**src/rtl/scrmbl_pipe_engine_if.sv**
```systemverilog
// Stream bundle for the scrambling engine: input beat (payload + entropy) and
// scrambled output word with its selection-code sideband.
interface scrmbl_pipe_engine_if #(
  parameter int DATA_W = 8,
  parameter int OUT_W  = 32,
  parameter int SEL_W  = 5
);
  logic              in_valid_i;
  logic              in_ready_o;
  logic [DATA_W-1:0] data_i;
  logic [OUT_W-1:0]  entropy_i;
  logic              out_valid_o;
  logic              out_ready_i;
  logic [OUT_W-1:0]  data_o;
  logic [SEL_W-1:0]  sel_o;

  modport slave (
    input  in_valid_i, data_i, entropy_i, out_ready_i,
    output in_ready_o, out_valid_o, data_o, sel_o
  );

  modport master (
    output in_valid_i, data_i, entropy_i, out_ready_i,
    input  in_ready_o, out_valid_o, data_o, sel_o
  );
endinterface

```
**src/rtl/scrmbl_pipe_engine.sv**
```systemverilog
// Two-stage valid/ready scrambler: drops DATA_W payload bits into code-dependent
// slots of an OUT_W entropy word and fills the rest with rotated entropy.
module scrmbl_pipe_engine #(
  parameter int DATA_W = 8,
  parameter int OUT_W  = 32,
  parameter int KEY_W  = 64,
  parameter int SEL_W  = 5
) (
  input  logic                   clk,
  input  logic                   rst_n,
  input  logic                   seed_load_i,
  input  logic [KEY_W-1:0]       seed_i,
  input  logic                   roll_en_i,
  scrmbl_pipe_engine_if.slave    bus,
  output logic [15:0]            beat_cnt_o
);

  localparam int          STRIDE    = OUT_W / DATA_W;
  localparam logic [15:0] LFSR_INIT = 16'hACE1;

  // Data bit i lands at (S + i*STRIDE) mod OUT_W; all other bits take entropy[(p+S) mod OUT_W].
  function automatic logic [OUT_W-1:0] map_word(input logic [DATA_W-1:0] d,
                                                input logic [OUT_W-1:0]  e,
                                                input logic [SEL_W-1:0]  s);
    logic [OUT_W-1:0] w;
    logic [SEL_W-1:0] idx;
    w = {OUT_W{1'b0}};
    for (int p = 0; p < OUT_W; p++) begin
      idx  = SEL_W'(p) + s;
      w[p] = e[idx];
    end
    for (int i = 0; i < DATA_W; i++) begin
      idx    = s + SEL_W'(i * STRIDE);
      w[idx] = d[i];
    end
    return w;
  endfunction

  function automatic logic [15:0] lfsr_next(input logic [15:0] l);
    return {l[14:0], l[15] ^ l[13] ^ l[12] ^ l[10]};
  endfunction

  logic              rdy_en_q,   rdy_en_d;
  logic [SEL_W-1:0]  key_sel_q,  key_sel_d;
  logic [15:0]       lfsr_q,     lfsr_d;
  logic              s1_valid_q, s1_valid_d;
  logic [OUT_W-1:0]  s1_data_q,  s1_data_d;
  logic [SEL_W-1:0]  s1_sel_q,   s1_sel_d;
  logic              s2_valid_q, s2_valid_d;
  logic [OUT_W-1:0]  s2_data_q,  s2_data_d;
  logic [SEL_W-1:0]  s2_sel_q,   s2_sel_d;
  logic [15:0]       cnt_q,      cnt_d;

  logic              s2_load_s;
  logic              s1_move_s;
  logic              in_ready_s;
  logic              accept_s;
  logic              out_hs_s;
  logic [SEL_W-1:0]  sel_s;
  logic              unused_seed_s;

  // Only the code bits and the LFSR seed bits of the key are consumed.
  assign unused_seed_s = ^seed_i;

  // Handshake decode, pipeline advance and next-state computation.
  always_comb begin
    s2_load_s  = ~s2_valid_q | bus.out_ready_i;
    s1_move_s  = s1_valid_q & s2_load_s;
    in_ready_s = rdy_en_q & ~seed_load_i & (~s1_valid_q | s1_move_s);
    accept_s   = bus.in_valid_i & in_ready_s;
    out_hs_s   = s2_valid_q & bus.out_ready_i;
    sel_s      = roll_en_i ? lfsr_q[SEL_W-1:0] : key_sel_q;

    rdy_en_d   = 1'b1;
    key_sel_d  = key_sel_q;
    lfsr_d     = lfsr_q;
    s1_valid_d = s1_valid_q;
    s1_data_d  = s1_data_q;
    s1_sel_d   = s1_sel_q;
    s2_valid_d = s2_valid_q;
    s2_data_d  = s2_data_q;
    s2_sel_d   = s2_sel_q;
    cnt_d      = cnt_q;

    if (accept_s) begin
      s1_valid_d = 1'b1;
      s1_data_d  = map_word(bus.data_i, bus.entropy_i, sel_s);
      s1_sel_d   = sel_s;
    end else if (s1_move_s) begin
      s1_valid_d = 1'b0;
    end else begin
      s1_valid_d = s1_valid_q;
    end

    if (s1_move_s) begin
      s2_valid_d = 1'b1;
      s2_data_d  = s1_data_q;
      s2_sel_d   = s1_sel_q;
    end else if (s2_load_s) begin
      s2_valid_d = 1'b0;
    end else begin
      s2_valid_d = s2_valid_q;
    end

    // A seed strobe wins over a same-cycle output handshake for the counter.
    if (seed_load_i) begin
      key_sel_d = seed_i[SEL_W-1:0];
      lfsr_d    = (seed_i[15:0] == 16'h0000) ? LFSR_INIT : seed_i[15:0];
      cnt_d     = 16'h0000;
    end else begin
      if (accept_s && roll_en_i) begin
        lfsr_d = lfsr_next(lfsr_q);
      end else begin
        lfsr_d = lfsr_q;
      end
      if (out_hs_s) begin
        cnt_d = cnt_q + 16'h0001;
      end else begin
        cnt_d = cnt_q;
      end
    end
  end

  // State registers; reset flushes both stages and holds off input until the first clock.
  always_ff @(posedge clk or negedge rst_n) begin
    if (!rst_n) begin
      rdy_en_q   <= 1'b0;
      key_sel_q  <= {SEL_W{1'b0}};
      lfsr_q     <= LFSR_INIT;
      s1_valid_q <= 1'b0;
      s1_data_q  <= {OUT_W{1'b0}};
      s1_sel_q   <= {SEL_W{1'b0}};
      s2_valid_q <= 1'b0;
      s2_data_q  <= {OUT_W{1'b0}};
      s2_sel_q   <= {SEL_W{1'b0}};
      cnt_q      <= 16'h0000;
    end else begin
      rdy_en_q   <= rdy_en_d;
      key_sel_q  <= key_sel_d;
      lfsr_q     <= lfsr_d;
      s1_valid_q <= s1_valid_d;
      s1_data_q  <= s1_data_d;
      s1_sel_q   <= s1_sel_d;
      s2_valid_q <= s2_valid_d;
      s2_data_q  <= s2_data_d;
      s2_sel_q   <= s2_sel_d;
      cnt_q      <= cnt_d;
    end
  end

  assign bus.in_ready_o  = in_ready_s;
  assign bus.out_valid_o = s2_valid_q;
  assign bus.data_o      = s2_data_q;
  assign bus.sel_o       = s2_sel_q;
  assign beat_cnt_o      = cnt_q;

endmodule

```
**src/flat_wrapper.sv**
```systemverilog
// flat-port wrapper written by rule: the top's interface ports become plain ports
module scrmbl_pipe_engine_flat 
#(
  parameter int DATA_W = 8,
  parameter int OUT_W  = 32,
  parameter int KEY_W  = 64,
  parameter int SEL_W  = 5
)
  (clk, rst_n, seed_load_i, seed_i, roll_en_i, beat_cnt_o, bus_in_valid_i, bus_data_i, bus_entropy_i, bus_out_ready_i, bus_in_ready_o, bus_out_valid_o, bus_data_o, bus_sel_o);
  scrmbl_pipe_engine_if #(.DATA_W(DATA_W), .OUT_W(OUT_W), .SEL_W(SEL_W)) bus_i ();
  input  logic clk;
  input  logic rst_n;
  input  logic seed_load_i;
  input  logic [KEY_W-1:0] seed_i;
  input  logic roll_en_i;
  output logic [15:0] beat_cnt_o;
  input wire logic [$bits(bus_i.in_valid_i)-1:0] bus_in_valid_i;
  input wire logic [$bits(bus_i.data_i)-1:0] bus_data_i;
  input wire logic [$bits(bus_i.entropy_i)-1:0] bus_entropy_i;
  input wire logic [$bits(bus_i.out_ready_i)-1:0] bus_out_ready_i;
  output wire logic [$bits(bus_i.in_ready_o)-1:0] bus_in_ready_o;
  output wire logic [$bits(bus_i.out_valid_o)-1:0] bus_out_valid_o;
  output wire logic [$bits(bus_i.data_o)-1:0] bus_data_o;
  output wire logic [$bits(bus_i.sel_o)-1:0] bus_sel_o;
  assign bus_i.in_valid_i = bus_in_valid_i;
  assign bus_i.data_i = bus_data_i;
  assign bus_i.entropy_i = bus_entropy_i;
  assign bus_i.out_ready_i = bus_out_ready_i;
  assign bus_in_ready_o = bus_i.in_ready_o;
  assign bus_out_valid_o = bus_i.out_valid_o;
  assign bus_data_o = bus_i.data_o;
  assign bus_sel_o = bus_i.sel_o;
  scrmbl_pipe_engine #(.DATA_W(DATA_W), .OUT_W(OUT_W), .KEY_W(KEY_W), .SEL_W(SEL_W)) u_core (.clk(clk), .rst_n(rst_n), .seed_load_i(seed_load_i), .seed_i(seed_i), .roll_en_i(roll_en_i), .bus(bus_i), .beat_cnt_o(beat_cnt_o));
endmodule
```
**config.mk**
```make
export PLATFORM = sky130hd
export DESIGN_NAME = scrmbl_pipe_engine_flat
export DESIGN_NICKNAME = d
export VERILOG_FILES = /design/src/rtl/scrmbl_pipe_engine_if.sv /design/src/rtl/scrmbl_pipe_engine.sv /design/src/flat_wrapper.sv
export SDC_FILE = /design/constraint.sdc
export NUM_CORES = 1
export LEC_CHECK = 0
export BUFFER_PORTS_ARGS = -buffer_cell sky130_fd_sc_hd__buf_2
export CELL_PAD_IN_SITES_DETAIL_PLACEMENT = 0
export CELL_PAD_IN_SITES_GLOBAL_PLACEMENT = 2
export CORE_MARGIN = 4
export CORE_UTILIZATION = 38
export CTS_CLUSTER_DIAMETER = 30
export DETAILED_ROUTE_END_ITERATION = 8
export GPL_TIMING_DRIVEN = 0
export PLACE_DENSITY_LB_ADDON = 0.1
export SLEW_MARGIN = 20
export SYNTH_ARGS = -nofsm -noshare
export SYNTH_HDL_FRONTEND = slang
export SYNTH_SLANG_ARGS = --single-unit
```
**constraint.sdc**
```tcl
create_clock -name clk -period 5.7 [get_ports clk]
set_clock_uncertainty 0.1 [all_clocks]
set_input_delay 1.14 -clock clk [delete_from_list [all_inputs] [get_ports clk]]
set_output_delay 1.14 -clock clk [all_outputs]
set_load 0.02 [all_outputs]
```
# [Word level (Yosys, flattened, before mapping)]
# Cells that the tools add are included.
[classes] n_addsub=32 order_cmp=40 mux=98 n_bitwise=13 n_reduce_logical=14
[ops] cell="bitwise mux 32 bit" count=8
[ops] cell="< comparator 5 x 6 -> 1 bit, second input constant" count=32
[ops] cell="binary-select mux 1 bit (select 5 bit)" count=32
[ops] cell="adder 5 bit, first input constant" count=16
[ops] cell="2-to-1 mux 16 bit" count=5
[ops] cell="2-to-1 mux 1 bit" count=44
[ops] cell="adder 4 x 5 -> 5 bit, first input constant" count=8
[ops] cell="demux 1 bit (select 5 bit)" count=8
[ops] cell=">= comparator 5 x 1 -> 1 bit, second input constant" count=8
[ops] cell="adder 3 x 5 -> 5 bit, first input constant" count=4
[ops] cell="adder 16 x 1 -> 16 bit, second input constant" count=1
[ops] cell="logical NOT 16 bit" count=1
[ops] cell="adder 2 x 5 -> 5 bit, first input constant" count=2
[ops] cell="logical AND 1 bit" count=9
[ops] cell="nonzero test 2 bit" count=4
[ops] cell="adder 1 x 5 -> 5 bit, first input constant" count=1
[ops] cell="bitwise AND 1 bit" count=5
[ops] cell="2-to-1 mux 5 bit" count=1
[ops] cell="NOT 1 bit" count=3
[ops] cell="XOR 1 bit" count=3
[ops] cell="OR 1 bit" count=2
[word_totals] reg_bits=114 in_bits=110 out_inout_bits=55 wordCells=207

# [Longest topological paths before layout]
# Gate-level depths: netlist of run 1.
[depth] word_depth=13 mapped_depth=18 mapped_depth_nobuf=11

# [Worst setup path before layout of run 1]
# OpenSTA, ideal clock, no wires.
[synth_timing] path_kind="input to register" from="input port roll_en_i" to="register u_core.s1_data_q[11]" setup_ns=0.136 arrival_ns=4.581 required_ns=5.464 setup_slack_ns=0.883 path_stages=15 path_buffers=10 cell_sequence="buf_6 mux2i_4 buf_6 buf_2 clkbuf_1 buf_2 buf_1 ha_1 clkbuf_1 clkbuf_1 buf_1 clkbuf_1 o21ai_0 a2111oi_0 nor3_1"
[synth_via] elab_chain_len=13 elab_cells_between_ends=59 cone_classes="add/sub: 8; order compare: 16; mux: 27; reduce/logical: 8"
[synth_lines] item="start: declaration" line_no="flat_wrapper.sv:15" source="input logic roll_en_i;"
[synth_lines] item="2-to-1 mux 5 bit (*)" line_no="scrmbl_pipe_engine.sv:72" source="sel_s = roll_en_i ? lfsr_q[SEL_W-1:0] : key_sel_q;"
[synth_lines] item="adder 3 x 5 -> 5 bit, or another cell as far along" line_no="scrmbl_pipe_engine.sv:33" source="idx = s + SEL_W'(i * STRIDE);"
[synth_lines] item="< comparator 5 x 6 -> 1 bit (not written as such), or another cell as far along" line_no="scrmbl_pipe_engine.sv:34" source="w[idx] = d[i];"
[synth_lines] item="logical AND 1 bit (not written as such) / 2-to-1 mux 1 bit (equally long branches)" line_no="scrmbl_pipe_engine.sv:34"
[synth_lines] item="2-to-1 mux 1 bit (not written as such) / demux 1 bit (select 5 bit) (equally long branches)"
[synth_lines] item="demux 1 bit (select 5 bit) / bitwise mux 32 bit (equally long branches)"
[synth_lines] item="bitwise mux 32 bit (6 in a row)" line_no="scrmbl_pipe_engine.sv:34"
[synth_lines] item="bitwise mux 32 bit (*)" line_no="scrmbl_pipe_engine.sv:34"
[synth_lines] item="end signal: assignment" line_no="scrmbl_pipe_engine.sv:131" source="s1_data_q <= {OUT_W{1'b0}};"
[synth_lines] item="end signal: assignment" line_no="scrmbl_pipe_engine.sv:142" source="s1_data_q <= s1_data_d;"
[synth_lines] item="end: declaration" line_no="scrmbl_pipe_engine.sv:47" source="logic [OUT_W-1:0] s1_data_q, s1_data_d;"
# Every way passes the cells marked *; elsewhere a longest branch is shown, timed or not. The select of a mux whose other input is x is not followed.
# A chain may end at the register's enable or synchronous reset.

# [Worst setup path after layout of run 1]
[layout_timing] from="input port roll_en_i" to="register u_core.s1_data_q[9]"
# The elaborated chain is that of the path after synthesis.

==> results.json, run 1 <==
{
  "setup_viol": 1,
  "hold_class": "reg2reg",
  "worst-path-buf-inv": 10,
  "max_slew_margin_pct": 25.8,
  "ys_types": 80,
  "drive_above_1_share_pct": 18.4,
  "crit_family": "buffers and inverters",
  "synth_area_leaders": "dfrtp_1, mux2i_1, nand2_1",
  "worstMarginPinSlew_ns": 1.08,
  "io-pin-count": 165,
  "gp_congestion": 1.08,
  "cts_tree": "built",
  "drc": 0,
  "antenna_found_initial": 1,
  "clock_latency_ns": 0.43,
  "p_leak_nw": 5.53,
  "syn_to_final_growth_pct": 14.9,
  "dieArea_mm2": 0.0341,
  "yosysWarnings": 0,
  "placed_cells": 2010,
  "cts.path.max_buffers": 2,
  "maxCapViolCount": 0,
  "drt_iter0_drc": 1636,
  "async_flop_share_pct": 100,
  "cp_common_cell": "buf_2",
  "wl_per_cell_um": 30.7,
  "clkSinkCount": 114,
  "via_per_inst": 6.72,
  "startpoint_type": "input port",
  "chipHeight_um": 185,
  "final_cells": 2041,
  "synth_largest_area_cell": "dfrtp_1",
  "yosysTopAreaCellShare_pct": 22.4,
  "die_w_um": 185,
  "pwr_density_cell_mw_per_mm2": 368,
  "tns_ns": -0.0197,
  "grt.total_usage_pct": 36.3,
  "cts_hold_buf": 0,
  "synth_fp_nets": 1632,
  "synth.ff_latch_count": 114,
  "syn_inst": 1501,
  "cts_buffers": 17,
  "path_max_fanout": 14,
  "drt-total-wl_um": 62700,
  "grt_pass1_vias": 13587,
  "fp.coreArea_mm2": 0.0307,
  "clock-root-buffer": "clkbuf_16",
  "max_freq_mhz": 175,
  "critical-path-max-stage-delay_ns": 0.62,
  "cp-end-kind": "register",
  "outcome": "complete, but fails checks",
  "grt_max_degree": 77,
  "rsz0062_at_grt": "no",
  "post-dp-hpwl_um": 47000,
  "synth_area_mm2": 0.0119,
  "postPlaceCellArea_mm2": 0.0129,
  "path_clk_slew_ns": 0.06,
  "drt.antenna.violating_nets": 0,
  "fin_ws_ns": -0.0197,
  "slowest_stage": "nor3_2",
  "initial_core_util_pct": 38.7,
  "cp.required_ns": 5.88,
  "pre_cts_ws_ns": -1.94,
  "period_share_pct": 100,
  "final_cell_mix": "nand2_1, buf_2, a21oi_1",
  "io_buffers": 112,
  "peakVddDrop_mv": 0.223,
  "cts_setup_buffers": 0,
  "final_common_cell": "nand2_1",
  "finalHoldViolations": 0,
  "critPathKind": "in2reg",
  "num_rows": 64,
  "postLayoutCellArea_mm2": 0.0136,
  "cp.arrival_ns": 5.90,
  "period_needed_ns": 5.72,
  "grt_pass1_wl_um": 91300,
  "violations": "setup timing",
  "total_power_w": 0.00502,
  "nets": 1762,
  "yosys_most_used_dff": "dfrtp_1",
  "ys_seq_area_share_pct": 24.1,
  "vias": 13712,
  "syn-mean-instance-area_um2": 7.90,
  "grt_overflow": 0,
  "first_pass_iters": 6,
  "slew_violations": 0,
  "htreeDepth": 4,
  "synth_edf_count": 0,
  "cp_cell_sequence": "buf_2 -> buf_6 -> mux2i_4 -> buf_6 -> buf_2 -> buf_2 -> buf_4 -> buf_4 -> ha_2 -> clkbuf_1 -> inv_1 -> clkbuf_1 -> nor3_2 -> o21ai_0 -> a21oi_1 -> o221ai_1 -> o21ai_0 -> o41ai_1"
}
[layer usage]
| layer | global-route usage, % | vias up | part of all wire [%] |
|---|---|---|---|
| li1 | - | 5893 | - |
| met1 | 45.6 | 6579 | 39 |
| met4 | 23.0 | 2 | 7.8 |
| met5 | 0 | - | 0.022 |
| met3 | 7.82 | 280 | 9.6 |
| met2 | 56.8 | 958 | 44 |
[power by group]
part | internal, W | switching [W]
sequential | 0.00104 | 0.000161
combinational | 0.000920 | 0.00181
clock | 0.000666 | 0.000415
[kinds of logic after synthesis]
logic type | share of synthesized area (%)
compound gates | 25.0
xor+xnor | 3.63
fa+ha+maj | 2.22
buf+inv | 5.72
flops | 24.1
mux | 18.2
other cells | 0.0316
simple gates | 21.0
[stage by stage]
stage	utilization, %	hold slack [ns]
2_1_floorplan	-	0.346
3_3_place_gp	42.1	0.364
3_5_place_dp	42.2	0.372
4_1_cts	44.2	0.384
5_1_grt	44.4	0.402
6_report	44.4	0.376
[state kept, by name (all words and copies together), names as in the netlist]
| signal | flops |
|---|---|
| u_core.beat_cnt_o | 16 |
| u_core.bus.data_o | 32 |
| u_core.bus.out_valid_o | 1 |
| u_core.bus.sel_o | 5 |
| u_core.key_sel_q | 5 |
| u_core.lfsr_q | 16 |
| u_core.rdy_en_q | 1 |
| u_core.s1_data_q | 32 |
| u_core.s1_sel_q | 5 |
| u_core.s1_valid_q | 1 |
[area by class of cell]
type | count | area (µm²)
diodes | 1 | 2.50
plain buffers | 128 | 608
clock buffers | 20 | 457
clock inverters | 12 | 131
fillers | 3197 | 17000
inverters | 23 | 88.8
multi-input cells | 1234 | 8390
flip-flops and latches | 114 | 2860
well taps | 396 | 495
repair buffers | 113 | 594
[worst reg2reg max path, stage by stage (launching register included)]
cell,delay [ns]
dfrtp_1,0.46
mux2i_4,0.43
clkbuf_2,0.35
buf_2,0.33
ha_1,0.39
clkbuf_2,0.32
clkbuf_2,0.35
clkbuf_1,0.73
clkbuf_1,0.82
a41oi_1,0.42
o211ai_1,0.27
nand2_1,0.10
[timing repair]
item	CTS	global route
gates resized for setup	19	22
endpoints found under the setup margin	32	10
pin swaps	1	1
[final timing paths]
check / start / to / slack (ns) / cells after the start
max: roll_en_i / u_core.s1_data_q[9] / -0.02 / 18
min: u_core.s1_sel_q[1] / u_core.s1_sel_q[1] / 0.38 / 2
max reg2reg: u_core.key_sel_q[0] / u_core.s1_data_q[8] / 0.51 / 11
min reg2reg: u_core.s1_sel_q[1] / u_core.s1_sel_q[1] / 0.38 / 2
max in group asynchronous: rst_n / u_core.lfsr_q[0] / 4.24 / 2
min in group asynchronous: rst_n / u_core.bus.data_o[10] / 0.52 / 1
[cell usage after synthesis (7+ instances only)]
library cell and number:
nand2_1 181, a21oi_1 127, mux2i_1 107, dfrtp_1 106, o21ai_0 99, nor2_1 98, clkbuf_1 82, mux2_2 52
nand2b_1 51, nand3_1 48, nor3_1 47, a31oi_1 37, xnor2_1 27, a211oi_1 25, nor4_1 24, buf_2 21
ha_1 21, o22ai_1 21, mux4_2 20, a22oi_1 18, inv_1 17, nor2b_1 17, o211ai_1 15, and3_1 14
buf_1 14, nand4_1 14, xor2_1 14, o221ai_1 11, o31ai_1 11, a2111oi_0 10, a32oi_1 10, o22a_1 9
a22o_1 8, dfstp_2 8, a221oi_1 7, and2_1 7, buf_6 7
(Power assumes the default switching activity.)
==> run 2, diff against run 1 <==
CORE_UTILIZATION = 35   (was 38)
clock period = 6.36 ns   (was 5.7 ns; I/O delays follow)
==> run 2 against run 1 <==
The flow now finishes without violations. Final cell count grew 2.5%. Setup slack gained 0.12 ns. Sequential power shrank 9%. Worst hold slack is essentially flat. Utilization shrank 3.7 points. Total power shrank 10%. Critical path depth shrank 1. Via count grew 1.2%. First-iteration DRC count shrank 5.7%. Die area grew 8.2%. Clock-buffer cell count shrank 1. Global-route usage shrank 1.7 points. Highest routed layer is now met4.
==> results.json, run 2 (synthesis gave the netlist of run 1 again) <==
{
  "cts_buffers": 17,
  "final_common_cell": "nand2_1",
  "grt_pass1_wl_um": 93300,
  "p_seq_share_pct": 24.1,
  "power_frac_comb_pct": 54.7,
  "maxCapViolCount": 0,
  "worstMarginPinSlew_ns": 1.09,
  "wl_per_cell_um": 31.2,
  "final_cell_mix": "nand2_1, buf_2, a21oi_1",
  "initial_core_util_pct": 35.5,
  "hold_class": "reg2reg",
  "finalHoldViolations": 0,
  "dieArea_mm2": 0.0369,
  "n_antenna_cell": 0,
  "drt_iter0_drc": 1543,
  "period_share_pct": 98.4,
  "clock_latency_ns": 0.43,
  "clock-root-buffer": "clkbuf_16",
  "path_clk_slew_ns": 0.05,
  "outcome": "complete, no violations",
  "pwr_density_cell_mw_per_mm2": 330,
  "p_sw_share_pct": 48.1,
  "critPathKind": "in2reg",
  "startpoint_type": "input port",
  "chipHeight_um": 192,
  "r2r_slack_ns": 0.72,
  "drive_above_1_share_pct": 17.6,
  "total_power_w": 0.00450,
  "io_buffers": 112,
  "nets": 1763,
  "peakVddDrop_mv": 0.198,
  "first_pass_iters": 6,
  "postPlaceCellArea_mm2": 0.0130,
  "path_max_fanout": 14,
  "via_per_inst": 6.63,
  "grt_overflow": 0,
  "grt_max_degree": 74,
  "die_w_um": 192,
  "drt-total-wl_um": 65400,
  "max_slew_margin_pct": 27.5,
  "max_freq_mhz": 160,
  "clkSinkCount": 114,
  "period_needed_ns": 6.26,
  "p_int_w": 0.00233,
  "drt.antenna.violating_nets": 0,
  "p_switching_w": 0.00217,
  "cts.path.max_buffers": 2,
  "vias": 13876,
  "p_leak_nw": 5.51,
  "cp.required_ns": 6.58,
  "antenna_found_initial": 0,
  "io-pin-count": 165,
  "cts_tree": "built",
  "syn_to_final_growth_pct": 15.0,
  "cp-end-kind": "register",
  "tns_ns": 0,
  "rsz0062_at_grt": "no",
  "power_frac_clock_pct": 21.2,
  "slew_violations": 0,
  "postLayoutCellArea_mm2": 0.0136,
  "post-dp-hpwl_um": 48900,
  "fp.coreArea_mm2": 0.0334,
  "cp.arrival_ns": 6.47,
  "drc": 0,
  "setup_viol": 0,
  "grt_pass1_vias": 13381,
  "hold-worst-slack_ns": 0.376,
  "num_rows": 67,
  "htreeDepth": 4,
  "fillers": 3542,
  "grt.total_usage_pct": 34.7,
  "gp_congestion": 1.03
}
## run 2: cell types whose count changed in the layout (fill, tap and decap cells not counted), sizes merged
cell    change
clkbuf      +1
clkinv      +2
buf         -1
diode       -1
inv         -1
## run 2: power groups by stage
stage	clock network, W	logic [W]	registers [W]
global route	0.00100	0.00256	0.00111
floorplan	0	0.00134	0.00117
finish	0.000954	0.00246	0.00109
detailed placement	0	0.00236	0.00110
global placement	0	0.00237	0.00110
CTS	0.000971	0.00238	0.00109
## run 2: path summary, 6_finish.rpt
path                                      from              endpoint  cells after the start
max                                  roll_en_i  u_core.s1_data_q[20]                     17
min                         u_core.s1_sel_q[0]    u_core.s1_sel_q[0]                      2
max reg2reg                u_core.key_sel_q[0]  u_core.s1_data_q[20]                     13
min reg2reg                 u_core.s1_sel_q[0]    u_core.s1_sel_q[0]                      2
max in group asynchronous                rst_n     u_core.lfsr_q[10]                      2
min in group asynchronous                rst_n   u_core.s1_data_q[5]                      1
## run 2: what timing repair did
action	in CTS	in global routing
pin swaps	0	1
setup buffers	0	0
hold buffers	0	0
hold endpoints to repair	0	0
resized for setup	11	11
setup endpoints to repair	31	9
## run 2: metal layers
metal	part of all wire [%]	GRT usage, %	routed length [µm]
met5	0	0	0
met4	7.2	20.4	4700
met3	9.5	7.65	6220
met1	40	43.9	25800
met2	44	54.2	28600
## run 2: stage by stage
step | cells | worst slack, ns | utilization (%)
floorplan | 1501 | 1.41 | -
global placement | 2061 | -1.77 | 38.8
detailed placement | 2062 | -1.54 | 38.9
CTS | 2094 | 0.0358 | 40.7
global route | 2093 | 0.0177 | 40.8
finish | 2093 | 0.105 | 40.8
## run 2: critical path, cell delays in order
cell	delay (ns)
buf_2	0.14
buf_6	0.17
mux2i_4	0.28
buf_6	0.20
buf_2	0.32
buf_2	0.37
buf_2	0.43
clkbuf_4	0.42
ha_1	0.19
clkbuf_1	0.32
clkbuf_4	0.38
nand2_2	0.25
a311oi_1	0.43
nor2_1	0.07
a222oi_1	0.67
o21ai_0	0.35
o21a_1	0.19
## run 2: cell type report
type / instances / area (µm²) / area share, %
inverter: 23 / 88.8 / 0.652
clock inverter: 13 / 136 / 1.00
multi-input combinational: 1234 / 8340 / 61.2
timing repair buffer: 113 / 594 / 4.36
clock buffer: 19 / 443 / 3.25
sequential: 114 / 2860 / 21.0
tap: 448 / 561 / 4.11
buffer: 129 / 602 / 4.41
==> run 3, diff against run 2 <==
ABC_AREA = 1   (was not set)
CORE_UTILIZATION = 30   (was 35)
MAX_ROUTING_LAYER = met4   (was not set)
==> run 3 against run 2 <==
Final cell count is 26% higher. Via count fell by 4.6%. Cell area fell by 3.3%. Clock power grew 3.1%. Utilization decreased by 5.1 points. Synthesized area fell by 4.3%. Total power decreased by 10%. Global-route usage decreased by 8.5 points. Clock-buffer cell count shrank 2. Fmax rose by 18%. First-iteration DRC count is 37% lower. Flip-flop and latch count stayed put. Critical endpoint is now u_core.s1_data_q[7]. Largest cell class unchanged.
==> results.json, run 3 <==
{
  "grt_busiest_layer": "met2",
  "clock-root-buffer": "clkbuf_16",
  "syn_to_final_growth_pct": 16.2,
  "period_needed_ns": 5.31,
  "crit_end": "u_core.s1_data_q[7]",
  "io_buffers": 111,
  "met1_usage_pct": 35.1,
  "antenna_found_initial": 0,
  "grt_pass1_wl_um": 79500,
  "r2r_slack_ns": 1.73,
  "grt_max_degree": 71,
  "r2r-end": "u_core.s1_data_q[7]",
  "synth_edf_count": 0,
  "peakVddDrop_mv": 0.185,
  "critPathKind": "in2reg",
  "fp.coreArea_mm2": 0.0370,
  "cts.path.max_buffers": 2,
  "cp.required_ns": 6.64,
  "period_share_pct": 83.5,
  "wl_per_cell_um": 19.8,
  "power_frac_comb_pct": 50.1,
  "path_clk_slew_ns": 0.06,
  "worstMarginPinSlew_ns": 1.03,
  "synth_area_leaders": "dfrtp_1, nand2_1, nand3_1",
  "cts_resized": 0,
  "seqCellArea_mm2": 0.00286,
  "rsz0062_at_grt": "no",
  "htreeDepth": 4,
  "via_per_inst": 5.04,
  "drt.antenna.violating_nets": 0,
  "ys_types": 45,
  "p_leak_nw": 6.84,
  "slew_violations": 0,
  "cp_common_cell": "nand2_1",
  "fin_ws_ns": 1.05,
  "dieArea_mm2": 0.0410,
  "p_switching_w": 0.00186,
  "synth_largest_area_cell": "dfrtp_1",
  "hold_class": "reg2reg",
  "finalHoldViolations": 0,
  "synth_most_common_cell": "nand2_1",
  "cts_buffers": 17,
  "slowest_stage": "clkbuf_1",
  "pre_cts_ws_ns": 0.690,
  "grt_util_met2_pct": 42.2,
  "drive_above_1_share_pct": 11.2,
  "tns_ns": 0,
  "syn_inst": 1980,
  "async_flop_share_pct": 100,
  "first_pass_iters": 6,
  "cts_setup_buffers": 0,
  "final_cell_mix": "nand2_1, inv_1, nand3_1",
  "outcome": "complete, no violations",
  "chipHeight_um": 202,
  "synth_fp_nets": 2111,
  "max_freq_mhz": 188,
  "maxCapViolCount": 0,
  "clock_latency_ns": 0.44,
  "power_frac_clock_pct": 24.4,
  "yosysTopAreaCellShare_pct": 23.4,
  "post-dp-hpwl_um": 43100,
  "grt_pass1_vias": 13308,
  "synth.ff_latch_count": 114,
  "io-pin-count": 165,
  "use_met3_pct": 2.83,
  "p_int_w": 0.00218,
  "r2r_cells": 24,
  "p_sw_share_pct": 46.0,
  "die_w_um": 202,
  "initial_core_util_pct": 30.7,
  "syn-mean-instance-area_um2": 5.73,
  "pwr_density_cell_mw_per_mm2": 306,
  "synth_area_mm2": 0.0113,
  "startpoint": "roll_en_i",
  "path_max_fanout": 14,
  "cp.arrival_ns": 5.59,
  "drt_iter0_drc": 967,
  "vias": 13244,
  "drc": 0,
  "synth_common_cells": "nand2_1, inv_1, nand3_1, nor2_1, o21ai_0",
  "grt.total_usage_pct": 26.2,
  "grt_overflow": 0,
  "cp-end-kind": "register",
  "ys_seq_area_share_pct": 25.2,
  "yosysWarnings": 0,
  "fillers": 4306,
  "gp_congestion": 0.952,
  "nets": 2242,
  "num_rows": 70,
  "clkSinkCount": 114,
  "critical-path-max-stage-delay_ns": 0.77,
  "final_common_cell": "nand2_1",
  "multi_input_area_mm2": 0.00683,
  "cts_hold_buf": 0,
  "p_seq_share_pct": 25.5,
  "reg2reg_from": "u_core.lfsr_q[1]",
  "yosys_most_used_dff": "dfrtp_1",
  "max_slew_margin_pct": 31.0,
  "startpoint_type": "input port",
  "drt-total-wl_um": 52200,
  "cts_tree": "built",
  "setup_viol": 0
}
run 3: cell type report:
class	instances	area share [%]
Antenna cell	1	0.0190
Buffer	77	2.78
Clock buffer	17	3.23
Clock inverter	15	1.40
Inverter	341	9.75
Multi-Input combinational cell	1448	51.8
Sequential cell	114	21.7
Tap cell	504	4.78
Timing Repair Buffer	112	4.50
run 3: power groups by stage:
stage | Clock (W) | Sequential, W | Combinational (W)
2_1_floorplan | 0 | 0.00115 | 0.00120
3_3_place_gp | 0 | 0.00104 | 0.00202
3_5_place_dp | 0 | 0.00104 | 0.00202
4_1_cts | 0.00102 | 0.00103 | 0.00203
5_1_grt | 0.00104 | 0.00105 | 0.00226
6_report | 0.000984 | 0.00103 | 0.00202
run 3: stage by stage:
step | utilization [%] | instance area, µm² | hold WS (ns) | power [W] | instances
floorplan | - | 11300 | 0.345 | 0.00234 | 1980
global placement | 33.9 | 12500 | 0.358 | 0.00306 | 2595
detailed placement | 34.0 | 12600 | 0.359 | 0.00306 | 2596
CTS | 35.7 | 13200 | 0.370 | 0.00407 | 2628
global route | 35.7 | 13200 | 0.407 | 0.00435 | 2628
finish | 35.7 | 13200 | 0.368 | 0.00403 | 2629
run 3: kinds of logic (layout without fill, tap and decap cells):
group	count (synthesis)	count (layout)	share of synthesized area, %
adders and majority gates	21	21	2.32
AOI/OAI and AO/OA	294	294	14.0
buffers and inverters	418	562	14.6
xor gates and xnor gates	15	15	1.36
DFF	114	114	25.2
and+or+nand+nor	1098	1098	40.6
other	1	2	0.0330
muxes	19	19	1.89
run 3: worst max-delay path: cells and delay by family:
kind	cells	cell delay (ns)
adders and majority gates	1	0.38
AOI/OAI and AO/OA	1	0.17
buffers and inverters	7	2.05
and+or+nand+nor	17	1.70
run 3: worst min-delay path by stage:
stage / from / to / slack (ns) / depth (start not counted)
after floorplan: u_core.s1_data_q[0] / u_core.s1_data_q[0] / 0.34 / 2
after global placement: u_core.lfsr_q[5] / u_core.lfsr_q[5] / 0.36 / 2
after detailed placement: u_core.lfsr_q[5] / u_core.lfsr_q[5] / 0.36 / 2
after CTS: u_core.lfsr_q[5] / u_core.lfsr_q[5] / 0.37 / 2
after global routing: u_core.lfsr_q[5] / u_core.lfsr_q[5] / 0.41 / 2
final: u_core.lfsr_q[5] / u_core.lfsr_q[5] / 0.37 / 2
run 3: routing by layer:
layer	routed length [µm]	vias to the layer above
met1	24700	6343
met3	2200	60
met4	1200	0
li1	-	6509
met2	24100	332
met5	0	-
